## config.mk

```make
export PLATFORM = sky130hd
export DESIGN_NAME = run_ctrl
export DESIGN_NICKNAME = d
export VERILOG_FILES = /design/src/rtl/run_ctrl_pkg.sv /design/src/rtl/run_cycle_counter.sv /design/src/rtl/run_ctrl.sv
export SDC_FILE = /design/constraint.sdc
export NUM_CORES = 1
export LEC_CHECK = 0
export CORE_ASPECT_RATIO = 1.5
export CORE_MARGIN = 2
export CORE_UTILIZATION = 52
export DETAILED_ROUTE_END_ITERATION = 16
export GPL_TIMING_DRIVEN = 0
export PLACE_DENSITY = 0.75
export REMOVE_ABC_BUFFERS = 1
export SYNTH_ARGS = -nofsm -noshare
export SYNTH_HDL_FRONTEND = slang
export SYNTH_SLANG_ARGS = --single-unit
```

## constraint.sdc

```tcl
create_clock -name clk -period 2.4 [get_ports clk]
set_input_delay 0.24 -clock clk [delete_from_list [all_inputs] [get_ports clk]]
set_output_delay 0.24 -clock clk [all_outputs]
set_load 0.02 [all_outputs]
```

## src/rtl/run_ctrl_pkg.sv

```systemverilog
// rtl/run_ctrl_pkg.sv - shared types and default constants for the run sequencer
//
// Purpose: state encoding for run_ctrl plus the default parameter values
//          used by run_ctrl and run_cycle_counter.
// Ports:   none (package)

package run_ctrl_pkg;

    typedef enum logic [2:0] {
        IDLE = 3'd0,
        RST  = 3'd1,
        REQ  = 3'd2,
        RUN  = 3'd3,
        FIN  = 3'd4,
        TMO  = 3'd5
    } run_state_t;

    localparam int DEF_RST_CYC = 4;
    localparam int DEF_CW      = 16;
    localparam int DEF_TIMEOUT = 4096;

    // Width of a counter that must hold 0..n-1, never narrower than one bit.
    function automatic int cnt_width(input int n);
        return (n > 1) ? $clog2(n) : 1;
    endfunction

endpackage

```

## src/rtl/run_cycle_counter.sv

```systemverilog
// rtl/run_cycle_counter.sv - saturating RUN-cycle counter with timeout match
//
// Purpose: counts RUN cycles. Synchronous clear has priority over enable.
//          The count saturates at all-ones and never wraps. next_hit flags
//          that the value the counter would load on an enabled cycle equals
//          TIMEOUT, so the FSM can leave RUN on the same edge the count
//          reaches TIMEOUT.
// Ports:
//   clk       in   1    system clock
//   reset     in   1    synchronous, active-high
//   clr       in   1    synchronous clear
//   en        in   1    count enable
//   count     out  CW   current count (registered)
//   next_hit  out  1    count+1 (saturated) equals TIMEOUT

module run_cycle_counter
    import run_ctrl_pkg::*;
#(
    parameter int CW      = DEF_CW,
    parameter int TIMEOUT = DEF_TIMEOUT
) (
    input  logic          clk,
    input  logic          reset,
    input  logic          clr,
    input  logic          en,
    output logic [CW-1:0] count,
    output logic          next_hit
);

    localparam logic [CW-1:0] MAX_VAL = '1;
    localparam logic [CW-1:0] LIMIT   = CW'(TIMEOUT);

    logic [CW-1:0] next_val;

    always_comb begin
        next_val = (count == MAX_VAL) ? count : count + 1'b1;
        next_hit = (next_val == LIMIT);
    end

    always_ff @(posedge clk) begin
        if (reset || clr) begin
            count <= '0;
        end else if (en) begin
            count <= next_val;
        end
    end

endmodule

```

## src/rtl/run_ctrl.sv

```systemverilog
// rtl/run_ctrl.sv - run sequencer driving the core's reset/req/done handshake
//
// Purpose: on start, holds the core in reset for RST_CYC cycles, pulses req
//          for one cycle, then counts RUN cycles until core_done or TIMEOUT.
//          Reports sticky finished / timed_out flags; abort cancels a run.
// Ports:
//   clk          in   1    system clock
//   reset        in   1    synchronous, active-high
//   start        in   1    launch a run (level, sampled per cycle)
//   abort        in   1    cancel the current run
//   core_done    in   1    core done flag
//   core_reset   out  1    reset to core
//   core_req     out  1    req to core
//   busy         out  1    run in progress
//   finished     out  1    sticky: last run ended by core_done
//   timed_out    out  1    sticky: last run hit TIMEOUT
//   cycle_count  out  CW   RUN cycles of current/last run

module run_ctrl
    import run_ctrl_pkg::*;
#(
    parameter int RST_CYC = DEF_RST_CYC,
    parameter int CW      = DEF_CW,
    parameter int TIMEOUT = DEF_TIMEOUT
) (
    input  logic          clk,
    input  logic          reset,
    input  logic          start,
    input  logic          abort,
    input  logic          core_done,
    output logic          core_reset,
    output logic          core_req,
    output logic          busy,
    output logic          finished,
    output logic          timed_out,
    output logic [CW-1:0] cycle_count
);

    localparam int RCW = cnt_width(RST_CYC);
    localparam logic [RCW-1:0] RST_LAST = RCW'(RST_CYC - 1);

    run_state_t     state;
    logic [RCW-1:0] rst_cnt;

    logic can_start;
    logic abort_hit;
    logic cnt_clr;
    logic cnt_en;
    logic next_hit;

    always_comb begin
        can_start = start && (state == IDLE || state == FIN || state == TMO);
        abort_hit = abort && (state == RST || state == REQ || state == RUN);
        cnt_clr   = can_start || abort_hit;
        // Done wins over the timeout edge, so a done cycle must not count.
        cnt_en    = (state == RUN) && !core_done;
    end

    run_cycle_counter #(
        .CW      (CW),
        .TIMEOUT (TIMEOUT)
    ) u_counter (
        .clk      (clk),
        .reset    (reset),
        .clr      (cnt_clr),
        .en       (cnt_en),
        .count    (cycle_count),
        .next_hit (next_hit)
    );

    always_ff @(posedge clk) begin
        if (reset || abort_hit) begin
            state      <= IDLE;
            rst_cnt    <= '0;
            core_reset <= 1'b0;
            core_req   <= 1'b0;
            busy       <= 1'b0;
            finished   <= 1'b0;
            timed_out  <= 1'b0;
        end else begin
            case (state)
                IDLE, FIN, TMO: begin
                    if (start) begin
                        state      <= RST;
                        rst_cnt    <= '0;
                        core_reset <= 1'b1;
                        busy       <= 1'b1;
                        finished   <= 1'b0;
                        timed_out  <= 1'b0;
                    end
                end
                RST: begin
                    if (rst_cnt == RST_LAST) begin
                        state      <= REQ;
                        core_reset <= 1'b0;
                        core_req   <= 1'b1;
                    end else begin
                        rst_cnt <= rst_cnt + 1'b1;
                    end
                end
                REQ: begin
                    state    <= RUN;
                    core_req <= 1'b0;
                end
                RUN: begin
                    if (core_done) begin
                        state    <= FIN;
                        busy     <= 1'b0;
                        finished <= 1'b1;
                    end else if (next_hit) begin
                        state     <= TMO;
                        busy      <= 1'b0;
                        timed_out <= 1'b1;
                    end
                end
                default: begin
                    state      <= IDLE;
                    core_reset <= 1'b0;
                    core_req   <= 1'b0;
                    busy       <= 1'b0;
                end
            endcase
        end
    end

endmodule

```

==> results_dict.tcl, run 1 <==
set metrics [dict create \
    yosysUniqueCellTypes 47 \
    hold_viol 0 \
    ios 26 \
    ys.warnings.count 0 \
    post-place-ws_ns -0.174 \
    cts_buffers 3 \
    antenna_found_initial 0 \
    grt_usage_pct 24.1 \
    die-area_um2 3440 \
    place_hpwl_um 2880 \
    cts_tree "yes" \
    worst_pin_slew_ns 0.729 \
    gp_congestion 0.895 \
    crit_path_end_kind "flip-flop" \
    hold_path.class "flip-flop to flip-flop" \
    timing_worst_setup_path_type "flip-flop to flip-flop" \
    worst_hold_slack_ns 0.489 \
    h-tree-depth 1 \
    dpl_cell_area_um2 1800 \
    p_per_area_nw_per_um2 429 \
    clk_path_buf_depth 2 \
    grt_pass1_wl_um 6680 \
    routed_wl_um 3910 \
    path_clk_slew_ns 0.09 \
    synth-main-ff-cell "dfxtp_1" \
    drtAntennaViolNets 0 \
    clk_latency_ns 0.27 \
    design_area_um2 1900 \
    syn_area_per_cell_um2 7.71 \
    grt_pass1_vias 1475 \
    portBuffers 25 \
    first_iter_violations 41 \
    crit_fanout 7 \
    coreArea_um2 2880 \
    p_leak_uw 0.000604 \
    synth_cells 201 \
    drc_errors 0 \
    period_needed_ns 2.28 \
    dr_total_vias 1552 \
    slew_viol_final 0 \
    slew_headroom_pct 51.3 \
    critPathLaunchType "flip-flop" \
    drive_gt1_share_pct 11.8 \
    nNetsFinal 229 \
    drt_first_pass_iters 4 \
    async_reset_ff_share_pct 0 \
    rsz0062_at_grt "true" \
    grt_max_degree 17 \
    ir_drop_uv 329 \
    area_growth_pct 22.6 \
    ys_ff_latch 26 \
    critPathRequiredTime_ns 2.58 \
    synth_area_um2 1550 \
    cp.arrival_ns 2.45 \
    status "finished, final reports clean" \
    timing.fmax_ghz 0.439 \
    period_share_pct 94.8 \
    cts.sinks 26 \
    final_cell_mix "nor2_1, clkdlybuf4s50_1, dfxtp_1, nand2_1, a21oi_1" \
    die_w_um 48.6 \
    rows 24 \
    ctsRootBufferMaster "clkbuf_8" \
    finalSetupViolCount 0 \
    p_total_uw 816 \
    die_h_um 70.8 \
    synth_edf_count 0 \
    skew_ns 0.00518 \
    layout_commonest_cell "nor2_1" \
    insertedDiodeCount 0 \
    setup_ws_ns 0.124 \
    overflow 0 \
    maxCapViolCount 0 \
    wl_per_cell_um 15.1 \
    vias_per_cell 5.99 \
    synth-seq-area-share_pct 33.6 \
    start_util_pct 53.7 \
]
[final timing paths]
path	from	to	slack, ns	depth (start not counted)
min	timed_out$_SDFFE_PP0P_	timed_out$_SDFFE_PP0P_	0.49	1
min reg2reg	timed_out$_SDFFE_PP0P_	timed_out$_SDFFE_PP0P_	0.49	1
max	u_counter.count[1]$_SDFFE_PP0P_	busy$_SDFFE_PP0P_	0.12	7
max reg2reg	u_counter.count[1]$_SDFFE_PP0P_	busy$_SDFFE_PP0P_	0.12	7
[layout make-up]
type	count	area [um2]
flip-flops and latches	26	531
fillers	279	983
repair buffers	28	273
multi-input cells	160	995
well taps	39	48.8
clock buffers	3	41.3
inverters	3	11.3
[where the power goes]
part	switching [uW]	total (uW)	internal (uW)	leakage, uW
Combinational	65.5	109	43.7	0.000369
Sequential	15.4	458	443	0.000214
Clock	136	248	113	0.0000216
Total	216	816	599	0.000604
[what timing repair did]
action,CTS,global route
buffers inserted,0,3
gates resized for setup,6,6
setup endpoints to repair,4,4
pin swaps,0,3
endpoints found under the hold margin,0,0
hold buffers,0,0
[worst max-delay path: stages (launching register included)]
cell and delay, ns:
dfxtp_2 0.39, ha_2 0.24, nand3_2 0.17, or4_4 0.54, nor4b_4 0.15, o211ai_2 0.24
nor4_4 0.10, a2111oi_2 0.35
[synth_stat cells, drive strengths merged, types with 3 or more instances]
library cell | instances | area share (%)
nor2 | 35 | 8.5
dfxtp | 26 | 34
nand2 | 16 | 3.9
a21oi | 15 | 4.8
nor3 | 14 | 4.8
nand4 | 11 | 4.8
nand3 | 8 | 2.6
clkbuf | 7 | 1.7
xnor2 | 7 | 4.0
xor2 | 6 | 3.4
buf | 5 | 1.6
o21ai | 5 | 1.6
a31oi | 3 | 1.2
inv | 3 | 0.73
[flip-flops by register name, summed over array words and instances (netlist names)]
register         cells
state                3
u_counter.count     16
timed_out            1
finished             1
core_req             1
busy                 1
core_reset           1
rst_cnt              2
[metal layers]
layer  up-vias  global-route usage [%]  share of wire, %
li1        760                       -                 -
met1       740                    24.7                37
met2        43                    47.1                58
met3         9                    2.95               2.9
met4         0                    12.1               2.2
met5         -                       0                 0
[logic make-up after synthesis]
logic type                 share of synthesized area, %
muxes                                              1.37
adders and majority gates                          1.62
AOI/OAI and AO/OA                                  17.7
xor gates and xnor gates                           7.35
buffers and inverters                              4.04
DFF                                                33.6
and+or+nand+nor                                    34.3
[stage by stage]
| step | util [%] | std cells | TNS [ns] |
|---|---|---|---|
| 6_report | 65.9 | 259 | 0 |
| 5_1_grt | 65.9 | 259 | -0.0132 |
| 4_1_cts | 64.5 | 256 | 0 |
| 3_5_place_dp | 62.3 | 253 | -0.432 |
| 3_3_place_gp | 62.3 | 253 | -0.0731 |
| 2_1_floorplan | - | 189 | 0 |
Note: power is estimated with default switching activity, not from simulation.
==> inputs of run 2 (changes only) <==
--- a/config.mk
+++ b/config.mk
@@ -10,7 +10,7 @@
 export CORE_UTILIZATION = 52
 export DETAILED_ROUTE_END_ITERATION = 16
 export GPL_TIMING_DRIVEN = 0
-export PLACE_DENSITY = 0.75
+export PLACE_DENSITY = 0.79
 export REMOVE_ABC_BUFFERS = 1
 export SYNTH_ARGS = -nofsm -noshare
 export SYNTH_HDL_FRONTEND = slang
==> run 2 against run 1 <==
- hold slack got worse by 0.014 ns
- core utilization increased by 0.74 points
- die area unchanged
- clock-buffer cell count stayed put
- clock skew is 0.0034 ns higher
- largest cell class unchanged
- largest power group unchanged
==> results_dict.tcl, run 2 (same netlist as run 1, synthesis figures left out) <==
set metrics [dict create \
    h-tree-depth 1 \
    hold_depth 1 \
    die-area_um2 3440 \
    crit_path_end_kind "flip-flop" \
    slew_viol_final 0 \
    critPathRequiredTime_ns 2.58 \
    first_iter_violations 35 \
    path_clk_slew_ns 0.10 \
    p_leak_uw 0.000597 \
    cts.sinks 26 \
    timing.fmax_ghz 0.447 \
    min_to "finished$_SDFFE_PP0P_" \
    overflow 0 \
    critPathLaunchType "flip-flop" \
    crit_family "simple AND/OR/NAND/NOR gates" \
    period_share_pct 93.2 \
    final_cells 259 \
    slew_headroom_pct 51.1 \
    status "finished, final reports clean" \
    largest_reg_flops 16 \
    crit_fanout 8 \
    hold_path.class "flip-flop to flip-flop" \
    hold_viol 0 \
    portBuffers 25 \
    min_from "finished$_SDFFE_PP0P_" \
    cts_buffers 3 \
    ios 26 \
    ir_drop_uv 404 \
    worst_r2r_endpoint "busy$_SDFFE_PP0P_" \
    drtAntennaViolNets 0 \
    period_needed_ns 2.24 \
    dpl_cell_area_um2 1800 \
    place_inst 253 \
    final_cell_mix "nor2_1, clkdlybuf4s50_1, dfxtp_1, nand2_1, a21oi_1" \
    wl_per_cell_um 14.9 \
    ff2ff_path_depth 7 \
    grt_usage_pct 23.2 \
    start_util_pct 53.7 \
    path_buf_inv 0 \
    skew_ns 0.00863 \
    die_w_um 48.6 \
    design_area_um2 1920 \
    drt_first_pass_iters 4 \
    grtUsageMet2_pct 46.5 \
    dr_total_vias 1515 \
    largest-register "u_counter.count" \
    drc_errors 0 \
    antenna_found_initial 0 \
    clk_latency_ns 0.27 \
    gr-max-usage-layer "met2" \
    place_hpwl_um 2820 \
    finalSetupViolCount 0 \
    worst_hold_slack_ns 0.475 \
    timing_worst_setup_path_type "flip-flop to flip-flop" \
    gp_congestion 0.918 \
    startpoint "u_counter.count[0]$_SDFFE_PP0P_" \
    cp.arrival_ns 2.41 \
    vias_per_cell 5.85 \
    p_per_area_nw_per_um2 486 \
    regToRegSetupSlack_ns 0.16 \
    insertedDiodeCount 0 \
    holdBufCountCts 0 \
    rows 24 \
    grtUsageMet3_pct 2.74 \
    reg_top3 "u_counter.count: 16 flops, state: 3 flops, rst_cnt: 2 flops" \
    use_met1_pct 22.2 \
    layout_commonest_cell "nor2_1" \
    coreArea_um2 2880 \
    grt_pass1_vias 1537 \
    grt_max_degree 17 \
    drive_gt1_share_pct 11.4 \
    cts_tree "yes" \
    final_util_pct 66.6 \
    area_growth_pct 24.0 \
    path_cells "ha_4 > nand3_2 > or4_4 > nor4b_4 > o211ai_2 > nor4_4 > a2111oi_2" \
    crit_slowest_cell "or4_4" \
    grt_pass1_wl_um 6400 \
    nNetsFinal 228 \
    clk_path_buf_depth 2 \
    die_h_um 70.8 \
    worst_pin_slew_ns 0.732 \
    rsz0062_at_grt "false" \
    maxCapViolCount 0 \
    routed_wl_um 3870 \
    slowest_delay_ns 0.57 \
    ctsRootBufferMaster "clkbuf_8" \
    reg2reg_from "u_counter.count[0]$_SDFFE_PP0P_" \
]
[run 2: what timing repair did]
action                     4_1_cts  5_1_grt
pin swaps                        0        2
setup endpoints to repair        4        4
gates resized for setup          4        6
buffers inserted                 0        2
[run 2: where the power goes]
part	internal (uW)	total [uW]	switching, uW
Combinational	43.8	110	65.9
Clock	223	363	140
Sequential	444	460	15.7
Total	711	933	222
[run 2: layout make-up]
cell class	count	area (um2)
multi-input combinational	160	997
clock inverter	1	30.0
inverter	3	11.3
fill	265	962
clock buffer	3	41.3
sequential	26	527
tap	39	48.8
timing repair buffer	27	265
[run 2: per-stage QoR]
step	TNS [ns]	total power, uW	setup WS [ns]
3_3_place_gp	-0.169	571	-0.0611
4_1_cts	0	931	0.0173
6_report	0	933	0.163
5_1_grt	0	971	0.0242
2_1_floorplan	0	537	0.0202
3_5_place_dp	-0.336	579	-0.122
[run 2: worst max path at each step]
| stage | to | slack (ns) | cells past startpoint |
|---|---|---|---|
| detailed placement | state[1]$_SDFFE_PP0P_ | -0.12 | 7 |
| global placement | timed_out$_SDFFE_PP0P_ | -0.06 | 7 |
| floorplan | busy$_SDFFE_PP0P_ | 0.02 | 7 |
| CTS | busy$_SDFFE_PP0P_ | 0.02 | 6 |
| finish | busy$_SDFFE_PP0P_ | 0.16 | 7 |
| global route | busy$_SDFFE_PP0P_ | 0.02 | 6 |
[run 2: per-layer routing]
metal	vias up	wire length, um
met1	707	1490
met3	12	106
met2	34	2160
met5	-	0
met4	0	121
li1	762	-
